## src/rtl/vend_fsm_param.sv

```systemverilog
// vend_fsm_param
//   Coin-operated vending controller with a programmable price. It accumulates
//   credit from single-cycle coin pulses, issues a one-cycle Dispense pulse once
//   the price is reached, then pays change one coin per cycle (quarter, dime,
//   nickel, largest first). A cancel in IDLE refunds the credit the same way.
//
//   Parameters
//     PRICE  item price in nickels (1..31)
//     CW     credit/change width, wide enough to hold PRICE+4
//
//   Ports
//     clk            rising-edge clock
//     reset          synchronous active-low reset
//     N, D, Q        nickel / dime / quarter pulses from the coin acceptor
//     cancel         refund request pulse
//     Dispense       one-cycle product release
//     ReturnNickel   one-cycle nickel return
//     ReturnDime     one-cycle dime return
//     ReturnQuarter  one-cycle quarter return
//     CoinReject     one-cycle pulse: last sampled coin(s) routed back uncredited
//     busy           high while dispensing or paying out
//     credit         accumulated credit in nickels
//
//   state    | meaning
//   ---------+-----------------------------------------------------------
//   S_IDLE   | accepting coins and cancel
//   S_VEND   | Dispense is high this cycle
//   S_CHANGE | a return pulse is high this cycle; r_change holds what is left
//
//   Inputs go through one register stage first, so a coin sampled at edge k
//   is acted on at edge k+1. Every output is a flop.

module vend_fsm_param #(
  parameter int PRICE = 5,
  parameter int CW    = $clog2(PRICE + 5)
) (
  input  logic          clk,
  input  logic          reset,
  input  logic          N,
  input  logic          D,
  input  logic          Q,
  input  logic          cancel,
  output logic          Dispense,
  output logic          ReturnNickel,
  output logic          ReturnDime,
  output logic          ReturnQuarter,
  output logic          CoinReject,
  output logic          busy,
  output logic [CW-1:0] credit
);

  typedef enum logic [1:0] {
    S_IDLE   = 2'd0,
    S_VEND   = 2'd1,
    S_CHANGE = 2'd2
  } state_t;

  state_t        r_state;
  logic          r_n;
  logic          r_d;
  logic          r_q;
  logic          r_cancel;
  logic [CW-1:0] r_credit;
  logic [CW-1:0] r_change;
  logic          r_dispense;
  logic          r_ret_n;
  logic          r_ret_d;
  logic          r_ret_q;
  logic          r_reject;
  logic          r_busy;

  logic [1:0]    w_coin_cnt;
  logic          w_any_coin;
  logic          w_multi_coin;
  logic          w_one_coin;
  logic [CW-1:0] w_coin_val;
  logic [CW-1:0] w_sum;
  logic          w_vend;
  logic [CW-1:0] w_pay_src;
  logic          w_pay_q;
  logic          w_pay_d;
  logic          w_pay_n;
  logic [CW-1:0] w_pay_amt;
  logic [CW-1:0] w_pay_rem;

  assign w_coin_cnt   = {1'b0, r_n} + {1'b0, r_d} + {1'b0, r_q};
  assign w_any_coin   = r_n | r_d | r_q;
  assign w_multi_coin = (w_coin_cnt > 2'd1);
  assign w_one_coin   = (w_coin_cnt == 2'd1);

  assign w_coin_val = r_q ? CW'(5) :
                      r_d ? CW'(2) :
                      r_n ? CW'(1) : '0;

  // Credit in IDLE is always below PRICE, so the sum tops out at PRICE+4.
  assign w_sum  = r_credit + w_coin_val;
  assign w_vend = (w_sum >= CW'(PRICE));

  // One greedy payout step. In IDLE it is only used by a refund, which pays
  // from the credit; otherwise it pays from the change register.
  assign w_pay_src = (r_state == S_IDLE) ? r_credit : r_change;
  assign w_pay_q   = (w_pay_src >= CW'(5));
  assign w_pay_d   = !w_pay_q && (w_pay_src >= CW'(2));
  assign w_pay_n   = !w_pay_q && !w_pay_d && (w_pay_src != '0);
  assign w_pay_amt = w_pay_q ? CW'(5) :
                     w_pay_d ? CW'(2) :
                     w_pay_n ? CW'(1) : '0;
  assign w_pay_rem = w_pay_src - w_pay_amt;

  always_ff @(posedge clk) begin
    if (!reset) begin
      r_state    <= S_IDLE;
      r_n        <= 1'b0;
      r_d        <= 1'b0;
      r_q        <= 1'b0;
      r_cancel   <= 1'b0;
      r_credit   <= '0;
      r_change   <= '0;
      r_dispense <= 1'b0;
      r_ret_n    <= 1'b0;
      r_ret_d    <= 1'b0;
      r_ret_q    <= 1'b0;
      r_reject   <= 1'b0;
      r_busy     <= 1'b0;
    end else begin
      r_n        <= N;
      r_d        <= D;
      r_q        <= Q;
      r_cancel   <= cancel;
      r_dispense <= 1'b0;
      r_ret_n    <= 1'b0;
      r_ret_d    <= 1'b0;
      r_ret_q    <= 1'b0;
      r_busy     <= 1'b0;

      // A coin is bounced if it is ambiguous, arrives while busy, or shares
      // its cycle with a cancel.
      r_reject <= w_any_coin &&
                  (w_multi_coin || (r_state != S_IDLE) || r_cancel);

      case (r_state)
        S_IDLE: begin
          if (r_cancel && (r_credit != '0)) begin
            // Refund: the first coin goes out right away.
            r_credit <= '0;
            r_ret_q  <= w_pay_q;
            r_ret_d  <= w_pay_d;
            r_ret_n  <= w_pay_n;
            r_change <= w_pay_rem;
            r_state  <= S_CHANGE;
            r_busy   <= 1'b1;
          end else if (w_one_coin && !r_cancel) begin
            if (w_vend) begin
              r_credit   <= '0;
              r_change   <= w_sum - CW'(PRICE);
              r_dispense <= 1'b1;
              r_state    <= S_VEND;
              r_busy     <= 1'b1;
            end else begin
              r_credit <= w_sum;
            end
          end
        end

        default: begin
          // S_VEND and S_CHANGE both drain the change register one coin per
          // cycle and fall back to IDLE once nothing is left.
          if (r_change != '0) begin
            r_ret_q  <= w_pay_q;
            r_ret_d  <= w_pay_d;
            r_ret_n  <= w_pay_n;
            r_change <= w_pay_rem;
            r_state  <= S_CHANGE;
            r_busy   <= 1'b1;
          end else begin
            r_state <= S_IDLE;
          end
        end
      endcase
    end
  end

  assign Dispense      = r_dispense;
  assign ReturnNickel  = r_ret_n;
  assign ReturnDime    = r_ret_d;
  assign ReturnQuarter = r_ret_q;
  assign CoinReject    = r_reject;
  assign busy          = r_busy;
  assign credit        = r_credit;

endmodule

```

## config.mk

```make
export PLATFORM = sky130hd
export DESIGN_NAME = vend_fsm_param
export DESIGN_NICKNAME = d
export VERILOG_FILES = /design/src/rtl/vend_fsm_param.sv
export SDC_FILE = /design/constraint.sdc
export NUM_CORES = 1
export LEC_CHECK = 0
export ABC_AREA = 0
export BUFFER_PORTS_ARGS = -buffer_cell sky130_fd_sc_hd__buf_2
export CORE_ASPECT_RATIO = 0.9
export CORE_MARGIN = 3
export CORE_UTILIZATION = 45
export CTS_CLUSTER_DIAMETER = 100
export DETAILED_ROUTE_END_ITERATION = 8
export RECOVER_POWER = 25
export SYNTH_ARGS = -nofsm -noshare
export SYNTH_HDL_FRONTEND = slang
export SYNTH_SLANG_ARGS = --single-unit
```

## constraint.sdc

```tcl
create_clock -name clk -period 3.1 [get_ports clk]
set_clock_uncertainty 0.1 [all_clocks]
set_input_delay 0.155 -clock clk [delete_from_list [all_inputs] [get_ports clk]]
set_output_delay 0.155 -clock clk [all_outputs]
set_load 0.02 [all_outputs]
```

==> results.txt, run 1 <==
drt total wl = 2370 µm
row count = 16
P per Cell Area = 478 mW/mm²
Non-Filler Instances = 175
# diodes = 0
hold path cells = 2
Hold EP = r_change[2]
clk root buf = clkbuf_4
Required @ worst endpoint = 3.20 ns
final slew viol count = 0
MaxCap Viol Count = 0
grt peak-use layer = met1
clock power share = 22.5%
slowest stage delay, CP = 0.51 ns
area of the core = 0.00232 mm²
routed vias = 920
Die H = 54.6 µm
grt met2 use = 23.4%
All-Layer GR Usage = 16.5%
initial antenna violation count = 0
area of the mapped netlist = 0.00118 mm²
Leakage = 0.000678 µW
Setup WS post-layout = 0.216 ns
cell taking the most area after synthesis = dfxtp_1
Sw Share = 32.0%
Longest Clk Path Bufs = 2
reg2reg end = r_change[2]
H-tree depth reported by CTS = 1
peak supply drop = 0.343 mV
Starting Density = 50.9%
Final ANT Viol Nets = 0
DR vias/cell = 5.26
drt first pass iters = 4
Worst R2R Path Depth = 12
Synth Warn # = 0
die span in x = 60.0 µm
area of the multi-input gates = 728 µm²
1st-iter DRT viols = 25
clock slew at reported path FFs = 0.10 ns
largest net degree at the start of global routing = 17
setup_tns = 0 ns
Comb pwr share = 32.2%
Critical Path Start Type = register
hold_ws = 0.128 ns
Crit Path Class = reg2reg
CP cell instances = inv_1 > o21ai_0 > ha_1 > fa_1 > inv_1 > ha_1 > nor2b_1 > o221ai_1 > o21ai_2 > a21oi_2 > o211ai_1 > o211a_1
Bufs and invs on worst path = 2
final worst path period share = 93.0%
Sequential Power Share = 45.2%
DP HPWL = 1820 µm
worst r2r src = r_q
Crit. End Element = register
pre-CTS setup slack = 0.200 ns
# fillers = 217
WL/cell = 13.5 µm
post-synthesis sequential area ratio = 33.9%
Area contributors post-synth = dfxtp_1 (34%), ha_1 (8.5%), mux2i_1 (5.9%), fa_1 (3.4%), and2_1 (3.2%)
vias in the first global route = 854
Inserted Clock Buffers = 3
Final setup viols = 0
met3 GRT Util = 4.48%
Post-route DRC = 0
GPL Wtd Cong = 0.749
Yosys top cell area share = 33.9%
grt ovf = 0
Slew @ Worst Pin = 0.568 ns
io pins = 16
Rel. slew slack = 62.0%
Net Count, Synth = 141
status = finished, final reports clean
layout cells sized above 1 = 17.6%
Mapped Cells = 125
Syn Area/Cell = 9.46 µm²
hold path startpoint = reset
Pint = 446 µW
Highest Clock Rate = 347 MHz
Area growth syn-to-layout = 15.9%
switching pwr = 210 µW
worst-path fanout max = 7
register area = 400 µm²
WP data arrival = 2.98 ns
Total Nets Final = 165
r2r setup slk = 0.22 ns
CTS tree = done
library cells used by synthesis = 43
Hold Fails Final Rpt = 0
Buffers on Ports = 15
minimum clock period = 2.88 ns
HP Class = in2reg
Crit path max-delay family = compound AO/OA/AOI/OAI gates
grt met1 use = 24.9%
die area = 0.00328 mm²
slowest CP cell = fa_1
total placed cells including tap cells = 167
Worst-Skew Late Latency = 0.30 ns
first-pass GRT wire length = 4000 µm
Clock Sinks = 20
post-synthesis register bit count = 20
==> power by group through the flow <==
stage	combinational, µW	clock (µW)	sequential [µW]
2_1_floorplan	151	0	306
3_3_place_gp	206	0	302
3_5_place_dp	206	0	301
4_1_cts	211	152	296
5_1_grt	238	167	300
6_report	211	148	296
==> flip-flops by register name, summed over array words and instances (netlist names) <==
name           count
ReturnNickel       1
Dispense           1
r_change           4
r_state            2
credit             4
r_cancel           1
ReturnDime         1
ReturnQuarter      1
CoinReject         1
r_q                1
busy               1
r_d                1
r_n                1
==> cells in the final DEF, fill, tap and decap left out, drive strengths merged, types with 3 or more instances in the layout <==
cell / instances
a21oi: 7
o21ai: 6
xnor2: 3
nand2: 6
ha: 8
nor3b: 3
mux2i: 7
inv: 10
nor2: 7
dlygate4sd3: 4
buf: 15
dfxtp: 20
a22oi: 3
clkbuf: 7
nor2b: 6
nor3: 4
and2: 6
==> cells in the mapped netlist (all sizes together) <==
library cell / n
clkbuf: 1
inv: 10
nand2b: 2
buf: 2
fa: 2
o311a: 1
nor2b: 6
nor3b: 3
or3b: 1
nand2: 6
o41a: 1
o21ai: 6
nor3: 4
a21oi: 7
mux2i: 7
and3: 2
o22ai: 2
mux2: 1
o211ai: 1
ha: 8
dfxtp: 20
and2: 6
nor2: 7
o221ai: 1
xnor3: 1
o21bai: 1
a22oi: 3
nand3b: 1
a21o: 1
o31ai: 1
or2b: 1
nand3: 1
xnor2: 3
xor2: 1
or4: 2
o211a: 2
==> routing by layer <==
metal	up-vias	share of wire [%]
met4	0	0.55
li1	490	-
met1	408	54
met2	20	41
met5	-	0
met3	2	4.5
==> repair_timing <==
action | in CTS | in global routing
endpoints found under the hold margin | 4 | 0
setup endpoints to repair | 0 | 1
gates resized for setup | 0 | 1
buffers inserted | 0 | 0
hold buffers | 4 | 0
==> area by class of cell <==
class / count / share of cell area (%)
Tap cell: 27 / 2.47
Inverter: 10 / 2.74
Timing Repair Buffer: 22 / 9.77
Multi-Input combinational cell: 92 / 53.2
Clock buffer: 4 / 2.65
Sequential cell: 20 / 29.2
==> cells by family (layout without fill, tap and decap cells) <==
family                   count (synthesis)  count (layout)  share of synthesized area [%]
AND/OR/NAND/NOR                         42              42                           21.5
AO/OA/AOI/OAI                           27              27                           15.6
flip-flops                              20              20                           33.9
buffers and inverters                   13              36                           4.87
adder cells (fa/ha/maj)                 10              10                           11.9
multiplexers                             8               8                           6.88
XOR/XNOR                                 5               5                           5.50
==> stage by stage <==
step	area, µm²	power, µW	utilization (%)
global route	1370	704	59.0
CTS	1370	658	59.0
global placement	1290	508	55.7
floorplan	1180	456	-
detailed placement	1290	508	55.7
finish	1370	655	59.0
==> how the worst max path moves through the flow <==
stage               depth (start not counted)     endpoint  start
floorplan                                  12  r_change[2]    r_q
global placement                           12  r_change[2]    r_q
detailed placement                         12  r_change[2]    r_q
CTS                                        12  r_change[2]    r_q
global route                               12  r_change[2]    r_q
finish                                     12  r_change[2]    r_q
(Power assumes the default switching activity.)
==> run 2: changes to the inputs <==
--- a/config.mk
+++ b/config.mk
@@ -7,11 +7,14 @@
 export LEC_CHECK = 0
 export ABC_AREA = 0
 export BUFFER_PORTS_ARGS = -buffer_cell sky130_fd_sc_hd__buf_2
+export CELL_PAD_IN_SITES_DETAIL_PLACEMENT = 1
+export CELL_PAD_IN_SITES_GLOBAL_PLACEMENT = 1
 export CORE_ASPECT_RATIO = 0.9
 export CORE_MARGIN = 3
-export CORE_UTILIZATION = 45
+export CORE_UTILIZATION = 43
 export CTS_CLUSTER_DIAMETER = 100
 export DETAILED_ROUTE_END_ITERATION = 8
+export PLACE_DENSITY_LB_ADDON = 0.1
 export RECOVER_POWER = 25
 export SYNTH_ARGS = -nofsm -noshare
 export SYNTH_HDL_FRONTEND = slang
==> results.txt, run 2 (same netlist as run 1, synthesis figures left out) <==
status = finished, final reports clean
Post-route DRC = 0 (unchanged)
MaxCap Viol Count = 0 (unchanged)
Area growth syn-to-layout = 16.6%
Longest Clk Path Bufs = 2 (unchanged)
Critical Path Start Type = register
final worst path period share = 92.3% (-0.71 points)
leading cell type in the layout, fill and taps excluded = dfxtp_1
WP data arrival = 2.98 ns (about the same)
die area = 0.00342 mm² (+4.2%)
Hold Fails Final Rpt = 0 (unchanged)
Highest Clock Rate = 349 MHz (+0.77%)
# diodes = 0 (unchanged)
drt total wl = 2820 µm (+19%)
hold path cells = 2 (unchanged)
die span in x = 61.3 µm (+2.1%)
Total Nets Final = 165 (unchanged)
vias in the first global route = 1,018 (+19%)
HP Class = in2reg
largest net degree at the start of global routing = 17 (unchanged)
Setup Buffers After CTS = 0 (unchanged)
total chip power = 680 µW (+3.7%)
drt first pass iters = 4 (unchanged)
DP HPWL = 2160 µm (+18%)
Final setup viols = 0 (unchanged)
grt ovf = 0 (unchanged)
clock slew at reported path FFs = 0.13 ns (+0.03 ns)
Buffers on Ports = 15 (unchanged)
final slew viol count = 0 (unchanged)
routed vias = 987 (+7.3%)
Required @ worst endpoint = 3.21 ns (about the same)
H-tree depth reported by CTS = 1 (unchanged)
Inserted Clock Buffers = 3 (unchanged)
Worst-Skew Late Latency = 0.32 ns (+0.02 ns)
minimum clock period = 2.86 ns (-0.0220 ns)
Rel. slew slack = 66.6% (+4.6 points)
GPL Wtd Cong = 0.873 (+17%)
area of the core = 0.00253 mm² (+9.0%)
Crit. End Element = register
io pins = 16 (unchanged)
worst-path fanout max = 7 (unchanged)
All-Layer GR Usage = 18.7% (+2.2 points)
layout cells sized above 1 = 17.6% (unchanged)
Core Util, Final = 54.5% (-4.5 points)
RSZ-0062 raised after global routing = no
initial antenna violation count = 0 (unchanged)
CTS tree = done
first-pass GRT wire length = 4820 µm (+21%)
Crit Path Class = reg2reg
WL/cell = 16.0 µm (+19%)
most frequent cells in the layout = dfxtp_1 (20), buf_2 (12), inv_1 (10)
setup_tns = 0 ns (unchanged)
peak supply drop = 0.398 mV (+16%)
Slew @ Worst Pin = 0.500 ns (-0.0682 ns)
Final ANT Viol Nets = 0 (unchanged)
1st-iter DRT viols = 11 (-56%)
Leakage = 0.000678 µW (about the same)
DR vias/cell = 5.61 (+6.7%)
clk root buf = clkbuf_4
Worst R2R Path Depth = 12 (unchanged)
Die H = 55.7 µm (+2.0%)
P per Cell Area = 493 mW/mm² (+3.1%)
Starting Density = 46.7% (-4.2 points)
Clock Sinks = 20 (unchanged)
row count = 17 (+1)
-- run 2: cell counts in the layout (fill, tap and decap cells not counted) --
Identical to the previous run, type by type.
-- run 2: final timing paths --
check / from / end / slack [ns]
min reg2reg: r_change[0] / r_change[0] / 0.44
min: reset / r_change[2] / 0.11
max: r_q / r_change[2] / 0.24
max reg2reg: r_q / r_change[2] / 0.24
-- run 2: metrics by stage --
stage / setup slack, ns / area [µm²] / hold slack, ns / instances
after global routing: 0.0544 / 1380 / 0.0933 / 176
final: 0.238 / 1380 / 0.112 / 176
after CTS: 0.119 / 1370 / 0.0974 / 176
after global placement: 0.281 / 1290 / 0.261 / 168
after detailed placement: 0.155 / 1290 / 0.266 / 168
after floorplan: 0.442 / 1180 / 0.182 / 125
-- run 2: repair_timing --
| action | CTS | global route |
|---|---|---|
| hold buffers | 4 | 0 |
| gates resized for setup | 0 | 2 |
| endpoints found under the setup margin | 0 | 3 |
| hold endpoints to repair | 4 | 0 |
-- run 2: critical path, cell delays in order, from the launching register on --
cell      delay, ns
dfxtp_1        0.37
inv_1          0.10
o21ai_0        0.09
ha_1           0.22
fa_1           0.51
inv_1          0.08
ha_1           0.22
nor2b_1        0.13
o221ai_1       0.28
o21ai_2        0.16
a21oi_4        0.24
o211ai_1       0.11
o211a_1        0.14
-- run 2: power breakdown --
part           switching [µW]  total (µW)  internal, µW  leakage (µW)
Clock                    90.7         163          71.8     0.0000210
Combinational             122         220          98.8      0.000494
Sequential               19.6         297           277      0.000163
-- run 2: cell type report --
cell class	count	area (µm²)
inverters	10	37.5
repair buffers	22	134
fillers	314	1150
clock buffers	4	36.3
well taps	28	35.0
flip-flops and latches	20	400
multi-input cells	92	736
-- run 2: layer usage --
layer,vias to the layer above,track usage (%),routed length [µm]
li1,486,-,-
met1,475,23.6,1270
met2,18,29.3,1390
met3,8,5.57,106
met4,0,6.81,63
met5,-,0,0
